==> config.mk <==
export PLATFORM = sky130hd
export DESIGN_NAME = control_unit_flat
export DESIGN_NICKNAME = d
export VERILOG_FILES = /design/src/rtl/control_unit_pkg.sv /design/src/rtl/control_unit_if.sv /design/src/rtl/control_unit_mem_wait_counter.sv /design/src/rtl/control_unit.sv /design/src/flat_wrapper.sv
export SDC_FILE = /design/constraint.sdc
export NUM_CORES = 1
export LEC_CHECK = 0
export ABC_AREA = 1
export CELL_PAD_IN_SITES_DETAIL_PLACEMENT = 1
export CELL_PAD_IN_SITES_GLOBAL_PLACEMENT = 2
export CORE_MARGIN = 2
export CORE_UTILIZATION = 26
export CTS_BUF_LIST = sky130_fd_sc_hd__clkbuf_16
export CTS_CLUSTER_SIZE = 40
export DETAILED_ROUTE_END_ITERATION = 16
export PLACE_DENSITY = 0.8
export RECOVER_POWER = 25
export SYNTH_ARGS = -nofsm -noshare
export SYNTH_HDL_FRONTEND = slang
export SYNTH_HIERARCHICAL = 1
export SYNTH_SLANG_ARGS = --single-unit
==> constraint.sdc <==
create_clock -name clk -period 3.45 [get_ports clk]
set_clock_uncertainty 0.15 [all_clocks]
set_input_delay 0.8625 -clock clk [delete_from_list [all_inputs] [get_ports clk]]
set_output_delay 0.8625 -clock clk [all_outputs]
set_load 0.05 [all_outputs]
==> src/rtl/control_unit_pkg.sv <==
// ----------------------------------------------------------------------------
// ctrl_pkg
// Shared definitions for the multicycle main control unit:
//   - state_t      : FSM state encodings (also visible on state_dbg)
//   - OP_* / FN_*  : opcode (IR[31:26]) and funct (IR[5:0]) values decoded
//   - ALU_*        : alu_op function codes driven to the ALU
//   - SRCB_* / PCSRC_* : mux select codes for ALU operand B and PC source
//   - helpers      : R-type legality, add/sub detection, funct -> alu_op
// ----------------------------------------------------------------------------
package ctrl_pkg;

    // Wide enough for the largest legal wait count (7).
    localparam int CNT_W = 3;

    typedef enum logic [4:0] {
        ST_RST     = 5'd0,
        ST_FETCH   = 5'd1,
        ST_DECODE  = 5'd2,
        ST_EXEC_R  = 5'd3,
        ST_WB_R    = 5'd4,
        ST_EXEC_I  = 5'd5,
        ST_WB_I    = 5'd6,
        ST_ADDR    = 5'd7,
        ST_MEM_RD  = 5'd8,
        ST_WB_LW   = 5'd9,
        ST_MEM_WR  = 5'd10,
        ST_BRANCH  = 5'd11,
        ST_JUMP    = 5'd12,
        ST_OVF     = 5'd13,
        ST_ILLEGAL = 5'd14
    } state_t;

    // Opcodes
    localparam logic [5:0] OP_RTYPE = 6'h00;
    localparam logic [5:0] OP_J     = 6'h02;
    localparam logic [5:0] OP_BEQ   = 6'h04;
    localparam logic [5:0] OP_BNE   = 6'h05;
    localparam logic [5:0] OP_ADDI  = 6'h08;
    localparam logic [5:0] OP_LW    = 6'h23;
    localparam logic [5:0] OP_SW    = 6'h2b;

    // R-type funct codes
    localparam logic [5:0] FN_ADD = 6'h20;
    localparam logic [5:0] FN_SUB = 6'h22;
    localparam logic [5:0] FN_AND = 6'h24;
    localparam logic [5:0] FN_OR  = 6'h25;

    // ALU function codes
    localparam logic [2:0] ALU_NOP = 3'b000;
    localparam logic [2:0] ALU_ADD = 3'b001;
    localparam logic [2:0] ALU_SUB = 3'b010;
    localparam logic [2:0] ALU_AND = 3'b011;
    localparam logic [2:0] ALU_OR  = 3'b100;

    // ALU operand B select
    localparam logic [1:0] SRCB_B      = 2'b00;
    localparam logic [1:0] SRCB_FOUR   = 2'b01;
    localparam logic [1:0] SRCB_IMM    = 2'b10;
    localparam logic [1:0] SRCB_IMM_SH = 2'b11;

    // PC source select
    localparam logic [1:0] PCSRC_ALU    = 2'b00;
    localparam logic [1:0] PCSRC_ALUOUT = 2'b01;
    localparam logic [1:0] PCSRC_JUMP   = 2'b10;

    function automatic logic rtype_legal(input logic [5:0] funct);
        return (funct == FN_ADD) || (funct == FN_SUB) ||
               (funct == FN_AND) || (funct == FN_OR);
    endfunction

    // Only add/sub can raise a signed overflow exception.
    function automatic logic rtype_arith(input logic [5:0] funct);
        return (funct == FN_ADD) || (funct == FN_SUB);
    endfunction

    function automatic logic [2:0] funct_to_aluop(input logic [5:0] funct);
        case (funct)
            FN_ADD:  return ALU_ADD;
            FN_SUB:  return ALU_SUB;
            FN_AND:  return ALU_AND;
            FN_OR:   return ALU_OR;
            default: return ALU_NOP;
        endcase
    endfunction

endpackage

==> src/rtl/control_unit_if.sv <==
// ----------------------------------------------------------------------------
// control_unit_if
// Bundle between the main control unit and the datapath.
//   Datapath -> control : opcode, funct, zero, overflow
//   Control -> datapath : write strobes (pc_w, mem_w, ir_w, ab_w, alu_out_w,
//                         mdr_w, reg_w), mux selects (i_or_d, alu_src_a,
//                         alu_src_b, alu_op, pc_src, reg_dst, mem_to_reg),
//                         exception (exc, exc_cause) and state_dbg.
// There is no handshake: the control unit is a Moore machine and every
// output is valid for the whole cycle it is asserted in; the datapath acts
// on strobes at the next rising clock edge.
// modport master : the control unit
// modport slave  : the datapath (or a testbench standing in for it)
// ----------------------------------------------------------------------------
interface control_unit_if;
    logic [5:0] opcode;
    logic [5:0] funct;
    logic       zero;
    logic       overflow;

    logic       pc_w;
    logic       mem_w;
    logic       ir_w;
    logic       ab_w;
    logic       alu_out_w;
    logic       mdr_w;
    logic       reg_w;
    logic       i_or_d;
    logic       alu_src_a;
    logic [1:0] alu_src_b;
    logic [2:0] alu_op;
    logic [1:0] pc_src;
    logic       reg_dst;
    logic       mem_to_reg;
    logic       exc;
    logic       exc_cause;
    logic [4:0] state_dbg;

    modport master (
        input  opcode, funct, zero, overflow,
        output pc_w, mem_w, ir_w, ab_w, alu_out_w, mdr_w, reg_w,
               i_or_d, alu_src_a, alu_src_b, alu_op, pc_src,
               reg_dst, mem_to_reg, exc, exc_cause, state_dbg
    );

    modport slave (
        output opcode, funct, zero, overflow,
        input  pc_w, mem_w, ir_w, ab_w, alu_out_w, mdr_w, reg_w,
               i_or_d, alu_src_a, alu_src_b, alu_op, pc_src,
               reg_dst, mem_to_reg, exc, exc_cause, state_dbg
    );
endinterface

==> src/rtl/control_unit_mem_wait_counter.sv <==
// ----------------------------------------------------------------------------
// mem_wait_counter
// Counts the cycles a memory read address has been presented. Shared by the
// FETCH and MEM_RD states of the control unit.
//   clk, reset   : clock, synchronous active-high reset (count -> 0)
//   i_load       : restart at 0 (asserted on entry to a wait state)
//   i_en         : advance by one, saturating at MEM_WAIT
//   o_done       : current count has reached MEM_WAIT (last wait cycle)
//   o_next_done  : count after this edge will be MEM_WAIT; lets the FSM
//                  register the last-cycle strobes one cycle ahead
// MEM_WAIT legal range is 1..7.
// ----------------------------------------------------------------------------
module mem_wait_counter
    import ctrl_pkg::*;
#(
    parameter int MEM_WAIT = 1
) (
    input  logic clk,
    input  logic reset,
    input  logic i_load,
    input  logic i_en,
    output logic o_done,
    output logic o_next_done
);

    localparam logic [CNT_W-1:0] WAIT_MAX = CNT_W'(MEM_WAIT);

    logic [CNT_W-1:0] r_count;
    logic [CNT_W-1:0] w_next_count;

    // Load wins over enable; the count never passes WAIT_MAX.
    always_comb begin
        w_next_count = r_count;
        if (i_load) begin
            w_next_count = '0;
        end else if (i_en && (r_count != WAIT_MAX)) begin
            w_next_count = r_count + CNT_W'(1);
        end
    end

    always_ff @(posedge clk) begin
        if (reset) begin
            r_count <= '0;
        end else begin
            r_count <= w_next_count;
        end
    end

    assign o_done      = (r_count == WAIT_MAX);
    assign o_next_done = (w_next_count == WAIT_MAX);

endmodule

==> src/rtl/control_unit.sv <==
// ----------------------------------------------------------------------------
// control_unit
// Multicycle main control FSM for the CPU datapath.
//   clk    : system clock, rising edge
//   reset  : synchronous, active-high; forces RST and clears all outputs
//   cu     : control_unit_if.master
//            in : opcode, funct, zero, overflow
//            out: pc_w, mem_w, ir_w, ab_w, alu_out_w, mdr_w, reg_w, i_or_d,
//                 alu_src_a, alu_src_b, alu_op, pc_src, reg_dst,
//                 mem_to_reg, exc, exc_cause, state_dbg
// Outputs are registered and decoded from the state being entered, so they
// are a clean Moore function of the current state. The single exception is
// pc_w in BRANCH, which depends on the ALU zero flag of that same cycle.
// MEM_WAIT (1..7) is the number of wait cycles before memory read data is
// valid; FETCH and MEM_RD last MEM_WAIT+1 cycles.
// ----------------------------------------------------------------------------
module control_unit
    import ctrl_pkg::*;
#(
    parameter int MEM_WAIT = 1
) (
    input  logic           clk,
    input  logic           reset,
    control_unit_if.master cu
);

    state_t     r_state;
    state_t     w_next_state;

    logic       r_pc_w;
    logic       r_mem_w;
    logic       r_ir_w;
    logic       r_ab_w;
    logic       r_alu_out_w;
    logic       r_mdr_w;
    logic       r_reg_w;
    logic       r_i_or_d;
    logic       r_alu_src_a;
    logic [1:0] r_alu_src_b;
    logic [2:0] r_alu_op;
    logic [1:0] r_pc_src;
    logic       r_reg_dst;
    logic       r_mem_to_reg;
    logic       r_exc;
    logic       r_exc_cause;

    logic       w_cnt_load;
    logic       w_cnt_en;
    logic       w_cnt_done;
    logic       w_cnt_next_done;
    logic       w_next_is_wait;
    logic       w_branch_take;

    // ------------------------------------------------------------------
    // Next-state decode
    // ------------------------------------------------------------------
    always_comb begin
        w_next_state = ST_FETCH;
        case (r_state)
            ST_RST:    w_next_state = ST_FETCH;
            ST_FETCH:  w_next_state = w_cnt_done ? ST_DECODE : ST_FETCH;
            ST_DECODE: begin
                case (cu.opcode)
                    OP_RTYPE: w_next_state = rtype_legal(cu.funct) ? ST_EXEC_R
                                                                   : ST_ILLEGAL;
                    OP_LW,
                    OP_SW:    w_next_state = ST_ADDR;
                    OP_BEQ,
                    OP_BNE:   w_next_state = ST_BRANCH;
                    OP_J:     w_next_state = ST_JUMP;
                    OP_ADDI:  w_next_state = ST_EXEC_I;
                    default:  w_next_state = ST_ILLEGAL;
                endcase
            end
            // and/or never trap, whatever the overflow flag says.
            ST_EXEC_R: w_next_state = (cu.overflow && rtype_arith(cu.funct))
                                      ? ST_OVF : ST_WB_R;
            ST_EXEC_I: w_next_state = cu.overflow ? ST_OVF : ST_WB_I;
            ST_ADDR:   w_next_state = (cu.opcode == OP_LW) ? ST_MEM_RD
                                                           : ST_MEM_WR;
            ST_MEM_RD: w_next_state = w_cnt_done ? ST_WB_LW : ST_MEM_RD;
            default:   w_next_state = ST_FETCH;
        endcase
    end

    // ------------------------------------------------------------------
    // Wait counter: restarted on entry to FETCH/MEM_RD, advanced while the
    // FSM stays in the same wait state.
    // ------------------------------------------------------------------
    assign w_next_is_wait = (w_next_state == ST_FETCH) ||
                            (w_next_state == ST_MEM_RD);
    assign w_cnt_load     = w_next_is_wait && (w_next_state != r_state);
    assign w_cnt_en       = w_next_is_wait && (w_next_state == r_state);

    mem_wait_counter #(
        .MEM_WAIT (MEM_WAIT)
    ) u_wait (
        .clk         (clk),
        .reset       (reset),
        .i_load      (w_cnt_load),
        .i_en        (w_cnt_en),
        .o_done      (w_cnt_done),
        .o_next_done (w_cnt_next_done)
    );

    // ------------------------------------------------------------------
    // State register and registered outputs. Outputs are computed from
    // the state being entered so they line up with r_state. Every output
    // defaults to 0 each cycle; exc_cause alone is held.
    // ------------------------------------------------------------------
    always_ff @(posedge clk) begin
        if (reset) begin
            r_state      <= ST_RST;
            r_pc_w       <= 1'b0;
            r_mem_w      <= 1'b0;
            r_ir_w       <= 1'b0;
            r_ab_w       <= 1'b0;
            r_alu_out_w  <= 1'b0;
            r_mdr_w      <= 1'b0;
            r_reg_w      <= 1'b0;
            r_i_or_d     <= 1'b0;
            r_alu_src_a  <= 1'b0;
            r_alu_src_b  <= SRCB_B;
            r_alu_op     <= ALU_NOP;
            r_pc_src     <= PCSRC_ALU;
            r_reg_dst    <= 1'b0;
            r_mem_to_reg <= 1'b0;
            r_exc        <= 1'b0;
            r_exc_cause  <= 1'b0;
        end else begin
            r_state      <= w_next_state;
            r_pc_w       <= 1'b0;
            r_mem_w      <= 1'b0;
            r_ir_w       <= 1'b0;
            r_ab_w       <= 1'b0;
            r_alu_out_w  <= 1'b0;
            r_mdr_w      <= 1'b0;
            r_reg_w      <= 1'b0;
            r_i_or_d     <= 1'b0;
            r_alu_src_a  <= 1'b0;
            r_alu_src_b  <= SRCB_B;
            r_alu_op     <= ALU_NOP;
            r_pc_src     <= PCSRC_ALU;
            r_reg_dst    <= 1'b0;
            r_mem_to_reg <= 1'b0;
            r_exc        <= 1'b0;

            case (w_next_state)
                ST_FETCH: begin
                    // Address is the PC throughout; on the data-valid cycle
                    // latch IR and advance PC by 4.
                    if (w_cnt_next_done) begin
                        r_ir_w      <= 1'b1;
                        r_pc_w      <= 1'b1;
                        r_alu_src_b <= SRCB_FOUR;
                        r_alu_op    <= ALU_ADD;
                    end
                end
                ST_DECODE: begin
                    // Branch target PC+4 + (imm<<2) precomputed into ALUOut.
                    r_ab_w      <= 1'b1;
                    r_alu_out_w <= 1'b1;
                    r_alu_src_b <= SRCB_IMM_SH;
                    r_alu_op    <= ALU_ADD;
                end
                ST_EXEC_R: begin
                    r_alu_src_a <= 1'b1;
                    r_alu_src_b <= SRCB_B;
                    r_alu_op    <= funct_to_aluop(cu.funct);
                    r_alu_out_w <= 1'b1;
                end
                ST_WB_R: begin
                    r_reg_dst <= 1'b1;
                    r_reg_w   <= 1'b1;
                end
                ST_EXEC_I,
                ST_ADDR: begin
                    r_alu_src_a <= 1'b1;
                    r_alu_src_b <= SRCB_IMM;
                    r_alu_op    <= ALU_ADD;
                    r_alu_out_w <= 1'b1;
                end
                ST_WB_I: begin
                    r_reg_w <= 1'b1;
                end
                ST_MEM_RD: begin
                    r_i_or_d <= 1'b1;
                    r_mdr_w  <= w_cnt_next_done;
                end
                ST_WB_LW: begin
                    r_mem_to_reg <= 1'b1;
                    r_reg_w      <= 1'b1;
                end
                ST_MEM_WR: begin
                    r_i_or_d <= 1'b1;
                    r_mem_w  <= 1'b1;
                end
                ST_BRANCH: begin
                    r_alu_src_a <= 1'b1;
                    r_alu_src_b <= SRCB_B;
                    r_alu_op    <= ALU_SUB;
                    r_pc_src    <= PCSRC_ALUOUT;
                end
                ST_JUMP: begin
                    r_pc_src <= PCSRC_JUMP;
                    r_pc_w   <= 1'b1;
                end
                ST_OVF: begin
                    r_exc       <= 1'b1;
                    r_exc_cause <= 1'b1;
                end
                ST_ILLEGAL: begin
                    // PC already points past the bad instruction.
                    r_exc       <= 1'b1;
                    r_exc_cause <= 1'b0;
                end
                default: ;
            endcase
        end
    end

    // The branch decision needs the zero flag of the SUB computed in
    // BRANCH itself, so it cannot be registered ahead of time.
    assign w_branch_take = (r_state == ST_BRANCH) &&
                           ((cu.opcode == OP_BNE) ? ~cu.zero : cu.zero);

    assign cu.pc_w       = r_pc_w | w_branch_take;
    assign cu.mem_w      = r_mem_w;
    assign cu.ir_w       = r_ir_w;
    assign cu.ab_w       = r_ab_w;
    assign cu.alu_out_w  = r_alu_out_w;
    assign cu.mdr_w      = r_mdr_w;
    assign cu.reg_w      = r_reg_w;
    assign cu.i_or_d     = r_i_or_d;
    assign cu.alu_src_a  = r_alu_src_a;
    assign cu.alu_src_b  = r_alu_src_b;
    assign cu.alu_op     = r_alu_op;
    assign cu.pc_src     = r_pc_src;
    assign cu.reg_dst    = r_reg_dst;
    assign cu.mem_to_reg = r_mem_to_reg;
    assign cu.exc        = r_exc;
    assign cu.exc_cause  = r_exc_cause;
    assign cu.state_dbg  = r_state;

endmodule

==> src/flat_wrapper.sv <==
// flat-port wrapper written by rule: the top's interface ports become plain ports
module control_unit_flat import ctrl_pkg::*;
#(
    parameter int MEM_WAIT = 1
)
  (clk, reset, cu_opcode, cu_funct, cu_zero, cu_overflow, cu_pc_w, cu_mem_w, cu_ir_w, cu_ab_w, cu_alu_out_w, cu_mdr_w, cu_reg_w, cu_i_or_d, cu_alu_src_a, cu_alu_src_b, cu_alu_op, cu_pc_src, cu_reg_dst, cu_mem_to_reg, cu_exc, cu_exc_cause, cu_state_dbg);
  control_unit_if cu_i ();
  input  logic clk;
  input  logic reset;
  input wire logic [$bits(cu_i.opcode)-1:0] cu_opcode;
  input wire logic [$bits(cu_i.funct)-1:0] cu_funct;
  input wire logic [$bits(cu_i.zero)-1:0] cu_zero;
  input wire logic [$bits(cu_i.overflow)-1:0] cu_overflow;
  output wire logic [$bits(cu_i.pc_w)-1:0] cu_pc_w;
  output wire logic [$bits(cu_i.mem_w)-1:0] cu_mem_w;
  output wire logic [$bits(cu_i.ir_w)-1:0] cu_ir_w;
  output wire logic [$bits(cu_i.ab_w)-1:0] cu_ab_w;
  output wire logic [$bits(cu_i.alu_out_w)-1:0] cu_alu_out_w;
  output wire logic [$bits(cu_i.mdr_w)-1:0] cu_mdr_w;
  output wire logic [$bits(cu_i.reg_w)-1:0] cu_reg_w;
  output wire logic [$bits(cu_i.i_or_d)-1:0] cu_i_or_d;
  output wire logic [$bits(cu_i.alu_src_a)-1:0] cu_alu_src_a;
  output wire logic [$bits(cu_i.alu_src_b)-1:0] cu_alu_src_b;
  output wire logic [$bits(cu_i.alu_op)-1:0] cu_alu_op;
  output wire logic [$bits(cu_i.pc_src)-1:0] cu_pc_src;
  output wire logic [$bits(cu_i.reg_dst)-1:0] cu_reg_dst;
  output wire logic [$bits(cu_i.mem_to_reg)-1:0] cu_mem_to_reg;
  output wire logic [$bits(cu_i.exc)-1:0] cu_exc;
  output wire logic [$bits(cu_i.exc_cause)-1:0] cu_exc_cause;
  output wire logic [$bits(cu_i.state_dbg)-1:0] cu_state_dbg;
  assign cu_i.opcode = cu_opcode;
  assign cu_i.funct = cu_funct;
  assign cu_i.zero = cu_zero;
  assign cu_i.overflow = cu_overflow;
  assign cu_pc_w = cu_i.pc_w;
  assign cu_mem_w = cu_i.mem_w;
  assign cu_ir_w = cu_i.ir_w;
  assign cu_ab_w = cu_i.ab_w;
  assign cu_alu_out_w = cu_i.alu_out_w;
  assign cu_mdr_w = cu_i.mdr_w;
  assign cu_reg_w = cu_i.reg_w;
  assign cu_i_or_d = cu_i.i_or_d;
  assign cu_alu_src_a = cu_i.alu_src_a;
  assign cu_alu_src_b = cu_i.alu_src_b;
  assign cu_alu_op = cu_i.alu_op;
  assign cu_pc_src = cu_i.pc_src;
  assign cu_reg_dst = cu_i.reg_dst;
  assign cu_mem_to_reg = cu_i.mem_to_reg;
  assign cu_exc = cu_i.exc;
  assign cu_exc_cause = cu_i.exc_cause;
  assign cu_state_dbg = cu_i.state_dbg;
  control_unit #(.MEM_WAIT(MEM_WAIT)) u_core (.clk(clk), .reset(reset), .cu(cu_i));
endmodule
## Word-level counts from Yosys, hierarchy flattened

Index checks and enable logic that the tools add are counted.

- Equality and inequality tests: 36
- Mux-type cells: 29
- Reduce and logical (&&, ||, !) cells: 22
- Bitwise logic cells: 4
- Add/sub/neg operators: 1

Operators with widths:

| operator | number |
|---|---|
| == test 5 x 4 -> 1 bit, second input constant | 9 |
| == test 6 bit, second input constant | 6 |
| == test 5 x 3 -> 1 bit, second input constant | 6 |
| one-hot mux 5 bit (6 select lines) | 1 |
| one-hot mux 5 bit (5 select lines) | 1 |
| one-hot mux 3 bit (4 select lines) | 2 |
| == test 5 x 2 -> 1 bit, second input constant | 4 |
| two-way mux 1 bit | 14 |
| OR reduction 2 bit | 7 |
| == test 6 x 3 -> 1 bit, second input constant | 2 |
| two-way mux 4 bit | 3 |
| == test 5 x 1 -> 1 bit, second input constant | 2 |
| OR reduction 4 bit | 2 |
| == test 3 x 1 -> 1 bit, second input constant | 2 |
| == test 6 x 2 -> 1 bit, second input constant | 1 |
| == test 6 x 4 -> 1 bit, second input constant | 1 |
| zero test 6 bit | 1 |
| two-way mux 3 bit | 2 |
| one-hot mux 2 bit (3 select lines) | 1 |
| OR reduction 3 bit | 2 |
| == test 5 bit | 1 |
| logical AND 1 bit | 5 |
| != test 5 bit | 1 |
| logical OR 1 bit | 4 |
| 8 further kinds | 12 |

- Word-level logic and storage cells: 110
- Bits of input ports: 16
- Flip-flop bits (word level): 28
- Output and inout bits: 25

## Logic depth before layout (Yosys ltp)

Gate-level depths: netlist of the first run.

- Depth in word-level cells: 16
- Depth in mapped cells: 25
- Mapped depth without buffers: 25

## Cells and area by module

The synthesis of the first run kept the hierarchy.

By module, submodules not included:

| module | seq. area each (µm²) | cells each | instances | area each (µm²) |
|---|---|---|---|---|
| control_unit | 480.5 | 201 | 1 | 1416.4 |
| mem_wait_counter | 60.1 | 33 | 1 | 206.4 |

## Worst setup path after synthesis of the first run

Ideal clock, no wire load.

- Kind: input to output
- Start: input port cu_opcode[5]
- End: output port cu_pc_w
- Buffers on the path: 0
- Path slack: 329 ps
- Data arrival time: 2108 ps
- Data required time: 2438 ps
- Stages on the path: 6
- Cell sequence: nor2_2 > nand2_1 > nor2_1 > nand2_1 > xor2_1 > o21bai_1

- Cells in the longest elaborated chain, start to end: 4

RTL lines:

| what | RTL line | text |
|---|---|---|
| from (decl) | flat_wrapper.sv:10 | `input wire logic [$bits(cu_i.opcode)-1:0] cu_opcode;` |
| == test 6 x 3 -> 1 bit | control_unit.sv:225 | `((cu.opcode == OP_BNE) ? ~cu.zero : cu.zero);` |
| two-way mux 1 bit | control_unit.sv:225 |  |
| logical AND 1 bit | control_unit.sv:224 | `assign w_branch_take = (r_state == ST_BRANCH) &&` |
| bitwise OR 1 bit | control_unit.sv:227 | `assign cu.pc_w = r_pc_w \| w_branch_take;` |
| to (decl) | flat_wrapper.sv:14 | `output wire logic [$bits(cu_i.pc_w)-1:0] cu_pc_w;` |

Every way passes these cells.

## Final worst setup path of the first run

- Start: input port cu_funct[3]
- End: register u_core.r_alu_op[0], in the netlist u_core/cu.alu_op[0]

- Elaborated cells between the ends (all ways): 32
- Those cells by class: 14 x eq/ne; 9 x mux; 9 x reduce/logical

RTL lines:

| what | RTL line | text |
|---|---|---|
| from (decl) | flat_wrapper.sv:11 | `input wire logic [$bits(cu_i.funct)-1:0] cu_funct;` |
| == test 6 bit | control_unit_pkg.sv:67, control_unit_pkg.sv:73 |  |
| logical OR 1 bit | control_unit_pkg.sv:67, control_unit_pkg.sv:73 |  |
| logical OR 1 bit | control_unit_pkg.sv:67 | `return (funct == FN_ADD) \|\| (funct == FN_SUB) \|\|` |
| logical OR 1 bit | control_unit_pkg.sv:68 | `(funct == FN_AND) \|\| (funct == FN_OR);` |
| two-way mux 4 bit | control_unit.sv:64 | `OP_RTYPE: w_next_state = rtype_legal(cu.funct) ? ST_EXEC_R` |
| one-hot mux 5 bit (5 select lines) | control_unit.sv:63 | `case (cu.opcode)` |
| one-hot mux 5 bit (6 select lines) * | control_unit.sv:59 | `case (r_state)` |
| == test 5 x 1 -> 1 bit / == test 5 x 4 -> 1 bit (equally long branches) | control_unit.sv:90, control_unit.sv:91 |  |
| logical OR 1 bit | control_unit.sv:90 | `assign w_next_is_wait = (w_next_state == ST_FETCH) \|\|` |
| logical AND 1 bit * | control_unit.sv:92 | `assign w_cnt_load = w_next_is_wait && (w_next_state != r_state);` |
| via u_core.w_cnt_load | control_unit.sv:47 | `logic w_cnt_load;` |
| two-way mux 3 bit * | control_unit_mem_wait_counter.sv:34 | `if (i_load) begin` |
| == test 3 x 1 -> 1 bit * | control_unit_mem_wait_counter.sv:50 | `assign o_next_done = (w_next_count == WAIT_MAX);` |
| via u_core.w_cnt_next_done | control_unit.sv:50 | `logic w_cnt_next_done;` |
| two-way mux 1 bit * | control_unit.sv:152 | `if (w_cnt_next_done) begin` |
| one-hot mux 3 bit (4 select lines) * | control_unit.sv:148 | `case (w_next_state)` |
| to (signal assigned) | control_unit.sv:169 | `r_alu_op <= funct_to_aluop(cu.funct);` |
| to (decl) | control_unit.sv:40 | `logic [2:0] r_alu_op;` |

The timed path passes the listed nets; every way through them passes the cells marked *.
A chain may end at the register's enable or synchronous reset.

==> results of run 1 <==
worst reg2reg max path, cell delays in order, from the launching register on:
cell and delay, ns:
dfxtp_1 0.40, ha_1 0.26, nand2_4 0.09, inv_1 0.11, inv_1 0.05, nor2_1 0.17, nor2_2 0.06, o21ai_2 0.09
nor2_4 0.06, buf_4 0.15, a21oi_2 0.13, nand2_1 0.09, and2_4 0.17, nor2_2 0.13, inv_2 0.05, nand3_2 0.08
nand2_1 0.06, nor2_2 0.14, nand3_2 0.11, nand2_1 0.08, nor2_1 0.04, nor2_1 0.07
timing repair:
action,CTS,global route
gates resized for setup,1,25
cloned,0,0
endpoints found under the setup margin,1,7
buffers inserted,1,2
pin swaps,2,9
cell usage in the layout, fill, tap and decap left out, drive strengths merged:
| cell | instances |
|---|---|
| o21ai | 4 |
| dfxtp | 27 |
| dlymetal6s2s | 6 |
| a31oi | 1 |
| a21oi | 7 |
| clkinv | 3 |
| nor2 | 56 |
| nor3 | 4 |
| o22ai | 2 |
| nand4 | 6 |
| ha | 2 |
| o31ai | 1 |
| o21bai | 2 |
| and2 | 1 |
| clkbuf | 5 |
| dlygate4sd3 | 6 |
| nand2 | 53 |
| nor3b | 1 |
| nand3b | 1 |
| buf | 35 |
| clkdlybuf4s50 | 25 |
| nand3 | 20 |
| o2111ai | 1 |
| xor2 | 3 |
| conb | 1 |
| inv | 36 |
final cells by class:
cell class                      count  area (µm²)
Sequential cell                    27         541
Tap cell                           75        93.8
Clock inverter                      1        5.00
Fill cell                         745        3480
Timing Repair Buffer               74         668
Inverter                           38         143
Clock buffer                        3        75.1
Multi-Input combinational cell    166         985
routing by layer:
metal  track usage (%)  part of all wire, %
met1              19.4                   49
met2              23.5                   48
met3              2.58                  2.3
met4              2.24                 0.41
met5                 0                    0
logic make-up after synthesis:
logic type	after synthesis	share of synthesized area, %
AND/OR/NAND/NOR	142	45.8
buffers and inverters	41	9.72
flip-flops	27	33.3
AO/OA/AOI/OAI	18	7.79
XOR/XNOR	3	1.62
adder cells (fa/ha/maj)	2	1.54
other	1	0.231
through the flow:
step / util (%) / setup WS [ns] / setup TNS (ns)
4_1_cts: 40.6 / 0.00577 / 0
3_3_place_gp: 39.1 / -0.207 / -0.909
2_1_floorplan: - / 0.329 / 0
5_1_grt: 41.9 / 0.00122 / 0
3_5_place_dp: 39.1 / -0.254 / -1.08
6_report: 41.9 / 0.199 / 0
path summary, 6_finish.rpt:
check / endpoint / slack, ns / cells after the start
worst max register to register: u_core/cu.alu_op[0]$_SDFF_PP0_ / 0.66 / 21
worst min register to register: u_core/cu.exc_cause$_SDFFE_PP0P_ / 0.38 / 2
worst min-delay path: u_core/cu.exc_cause$_SDFFE_PP0P_ / 0.38 / 2
worst max-delay path: u_core/cu.alu_op[0]$_SDFF_PP0_ / 0.20 / 18
power groups by stage:
stage / Clock, W / Sequential (W) / Combinational (W)
5_1_grt: 0.000288 / 0.000397 / 0.00102
6_report: 0.000261 / 0.000391 / 0.000928
2_1_floorplan: 0 / 0.000477 / 0.000432
3_3_place_gp: 0 / 0.000397 / 0.000853
4_1_cts: 0.000275 / 0.000391 / 0.000878
3_5_place_dp: 0 / 0.000398 / 0.000867
==> flow_summary.json, run 1 <==
{
  "status": "complete, no violations",
  "async_reset_ff_share_pct": 0,
  "core_area_mm2": 0.00599,
  "cts-root-buf": "clkbuf_16",
  "avgSynthCellArea_um2": 6.94,
  "path_class": "input port to flop",
  "viasPerCell": 4.38,
  "rsz0062_at_grt": "false",
  "cts_tree": "done",
  "max_slew_margin_pct": 64.8,
  "gp_congestion": 0.820,
  "via_count": 1683,
  "cp_slowest_cell": "clkdlybuf4s50_1",
  "p_total_w": 0.00158,
  "syn_inst": 234,
  "timing.rr.start": "u_core/u_wait/r_count[0]$_SDFF_PP0_",
  "startpoint": "cu_funct[3]",
  "crit_fanout": 4,
  "wirelength_um": 4840,
  "synthFlopType": "dfxtp_1",
  "hp-start": "u_core/cu.exc_cause$_SDFFE_PP0P_",
  "final_max_slew_viol_count": 0,
  "seq_area_frac_synth_pct": 33.3,
  "hpwl_um": 3920,
  "crit_buf_inv": 3,
  "crit_chain": "clkdlybuf4s50_1 -> nor2_2 -> nand4_1 -> o22ai_2 -> nor2_4 -> buf_4 -> a21oi_2 -> nand2_1 -> and2_4 -> nor2_2 -> inv_2 -> nand3_2 -> nand2_1 -> nor2_2 -> nand3_2 -> nand2_1 -> nor2_1 -> nor2_1",
  "dp.cells": 377,
  "grt_start_max_net_pins": 16,
  "die_x_um": 83.0,
  "synth_fp_nets": 252,
  "critPathMaxStageDelay_ns": 0.47,
  "synth_top_cell_area_share_pct": 33.3,
  "stdcell_area_mm2": 0.00251,
  "startpoint_type": "input port",
  "ys.warnings.count": 6,
  "nNetsFinal": 328,
  "row_count": 28,
  "synth_most_common_cell": "nand2_1",
  "switching_share_pct": 42.0,
  "p_clk_share_pct": 16.5,
  "wl_per_cell_um": 12.6,
  "hold_viol_final": 0,
  "clk_pin_slew_ns": 0.07,
  "ant_nets": 0,
  "crit_required_ns": 3.50,
  "ys_seq_elements": 27,
  "drt_iter0_drc": 62,
  "period_needed_ns": 3.25,
  "synth_area_leader_cell": "dfxtp_1",
  "crit_family": "simple AND/OR/NAND/NOR gates",
  "track_usage_pct": 14.1,
  "drive_gt1_share_pct": 32.0,
  "cp-end-kind": "flop",
  "die-area_mm2": 0.00689,
  "start_util_pct": 27.1,
  "max-vdd-ir-drop_v": 0.000263,
  "synth_edf_count": 0,
  "p_comb_share_pct": 58.8,
  "ios": 41,
  "first_global_vias": 1742,
  "clock_sinks": 27,
  "io_buffers": 39,
  "synth_commonest_cells": "nand2_1, nor2_1, inv_1",
  "ctsHoldBuffers": 0,
  "leakagePower_nw": 1.19,
  "worst_hold_slack_ns": 0.379,
  "largest_reg_flops": 4,
  "cp_data_arrival_time_ns": 3.31,
  "firstDrtPassIters": 4,
  "n_antenna_cell": 0,
  "ys_types": 34,
  "antenna_found_initial": 0,
  "layout.cells.non_filler": 384,
  "power_switching_w": 0.000663,
  "hp-class": "flop to flop",
  "area_delta_synth_final_pct": 54.7,
  "grt_pass1_wl_um": 8020,
  "place_area_mm2": 0.00234,
  "syn-cell-area_mm2": 0.00162,
  "p_per_area_mw_per_mm2": 630,
  "htree_levels": 1,
  "seqPwrFrac_pct": 24.7,
  "setup_violations": 0,
  "internal_power_w": 0.000917,
  "synth.area.top_cells": "dfxtp_1, nand2_1, nor2_1",
  "grt_overflow_total": 0,
  "cts.path.max_buffers": 2,
  "cts_buffers": 3,
  "fin_crit_sh_pct": 94.2,
  "drt_drc_violations_left": 0,
  "clock_latency_ns": 0.26,
  "tightest_slew_ns": 0.529,
  "die_h_um": 83.0,
  "drv_cap": 0,
  "max_freq_ghz": 0.308
}
(Power assumes the default switching activity.)
==> run 2: changes to the inputs <==
CTS_BUF_LIST = default   (was sky130_fd_sc_hd__clkbuf_16)
==> run 2 against run 1 <==
Wire length hardly changed. Critical path depth did not move. Register-to-register slack about the same. Worst hold slack better by 0.0062 ns. Largest power group unchanged.
==> flow_summary.json, run 2 (synthesis results as in run 1) <==
{
  "path_class": "input port to flop",
  "status": "complete, no violations",
  "cts_tree": "done",
  "cp-end-kind": "flop",
  "max_slew_margin_pct": 66.1,
  "grt_overflow_total": 0,
  "layout.cells.non_filler": 384,
  "grt_start_max_net_pins": 16,
  "drv_cap": 0,
  "cp_data_arrival_time_ns": 3.30,
  "via_count": 1674,
  "setup_violations": 0,
  "p_per_area_mw_per_mm2": 603,
  "first_global_vias": 1746,
  "io_buffers": 39,
  "cts_buffers": 3,
  "viasPerCell": 4.36,
  "crit_chain": "clkdlybuf4s50_1 -> nor2_2 -> nand4_1 -> o22ai_2 -> nor2_4 -> buf_4 -> a21oi_2 -> nand2_1 -> and2_4 -> nor2_2 -> inv_2 -> nand3_2 -> nand2_1 -> nor2_2 -> nand3_2 -> nand2_1 -> nor2_1 -> nor2_1",
  "hpwl_um": 3920,
  "dp.cells": 377,
  "crit_required_ns": 3.52,
  "crit_buf_inv": 3,
  "layout_commonest_cell": "nand2_1",
  "n_antenna_cell": 0,
  "startpoint_type": "input port",
  "ctsHoldBuffers": 0,
  "critPathMaxStageDelay_ns": 0.47,
  "row_count": 28,
  "layout_common_cells": "nand2_1, buf_4, nor2_1",
  "drt_iter0_drc": 55,
  "antenna_found_initial": 0,
  "track_usage_pct": 13.9,
  "period_needed_ns": 3.23,
  "drive_gt1_share_pct": 32.0,
  "wirelength_um": 4840,
  "die-area_mm2": 0.00689,
  "max-vdd-ir-drop_v": 0.000234,
  "cts.path.max_buffers": 2,
  "nNetsFinal": 328,
  "fin_crit_sh_pct": 93.6,
  "clk_pin_slew_ns": 0.09,
  "wl_per_cell_um": 12.6,
  "rsz0062_at_grt": "false",
  "crit_fanout": 4,
  "area_delta_synth_final_pct": 52.3,
  "leakagePower_nw": 1.17,
  "cts-root-buf": "clkbuf_8",
  "max_freq_ghz": 0.310,
  "start_util_pct": 27.1,
  "core_area_mm2": 0.00599,
  "firstDrtPassIters": 4,
  "clock_sinks": 27,
  "ant_nets": 0,
  "htree_levels": 1,
  "tightest_slew_ns": 0.507,
  "ios": 41,
  "die_h_um": 83.0,
  "drt_drc_violations_left": 0,
  "post-route-util_pct": 41.2,
  "grt_pass1_wl_um": 7980,
  "die_x_um": 83.0,
  "hold_viol_final": 0,
  "hp-class": "flop to flop",
  "largest_reg_flops": 4,
  "crit_family": "simple AND/OR/NAND/NOR gates",
  "cp_slowest_cell": "clkdlybuf4s50_1",
  "gp_congestion": 0.820,
  "clock_latency_ns": 0.27,
  "final_max_slew_viol_count": 0
}
## run 2: power by group
| part | switching [W] | leakage (nW) | internal (W) |
|---|---|---|---|
| clock | 0.0000965 | 0.0255 | 0.0000809 |
| combinational | 0.000522 | 0.927 | 0.000400 |
| sequential | 0.0000325 | 0.219 | 0.000358 |
## run 2: worst paths after layout
check                           slack [ns]                                to                           startpoint  cells past startpoint
worst max-delay path                  0.22    u_core/cu.alu_op[0]$_SDFF_PP0_                          cu_funct[3]                     18
worst min register to register        0.39  u_core/cu.exc_cause$_SDFFE_PP0P_     u_core/cu.exc_cause$_SDFFE_PP0P_                      2
worst max register to register        0.66    u_core/cu.alu_op[0]$_SDFF_PP0_  u_core/u_wait/r_count[0]$_SDFF_PP0_                     21
worst min-delay path                  0.39  u_core/cu.exc_cause$_SDFFE_PP0P_     u_core/cu.exc_cause$_SDFFE_PP0P_                      2
## run 2: through the flow
stage | hold WS [ns] | setup slack (ns) | power (W) | setup TNS (ns) | instance area, µm²
after detailed placement | 0.362 | -0.254 | 0.00126 | -1.08 | 2340
final | 0.385 | 0.219 | 0.00149 | 0 | 2470
after global placement | 0.350 | -0.207 | 0.00125 | -0.909 | 2340
after CTS | 0.397 | 0.00577 | 0.00145 | 0 | 2400
after floorplan | 0.400 | 0.329 | 0.000910 | 0 | 1620
after global routing | 0.430 | 0.00618 | 0.00161 | 0 | 2470
## run 2: repair_timing
action | 4_1_cts | 5_1_grt
endpoints found under the setup margin | 1 | 6
resized for setup | 1 | 25
buffers inserted | 1 | 2
pin swaps | 2 | 12
## run 2: layout make-up
| cell class | instances | area (µm²) |
|---|---|---|
| multi-input cells | 166 | 983 |
| well taps | 75 | 93.8 |
| clock inverters | 1 | 5.00 |
| fillers | 747 | 3520 |
| flip-flops and latches | 27 | 541 |
| clock buffers | 3 | 41.3 |
| inverters | 38 | 143 |
| repair buffers | 74 | 664 |
## run 2: worst min-delay path, cell delays in order (launching register included)
cell,delay (ns)
dfxtp_1,0.36
a21oi_1,0.07
nor2_1,0.07
## run 2: layer usage
| metal | global-route usage (%) | wire length, µm |
|---|---|---|
| met1 | 19.5 | 2440 |
| met2 | 23.2 | 2280 |
| met3 | 2.29 | 98 |
| met4 | 1.79 | 20 |
| met5 | 0 | 0 |
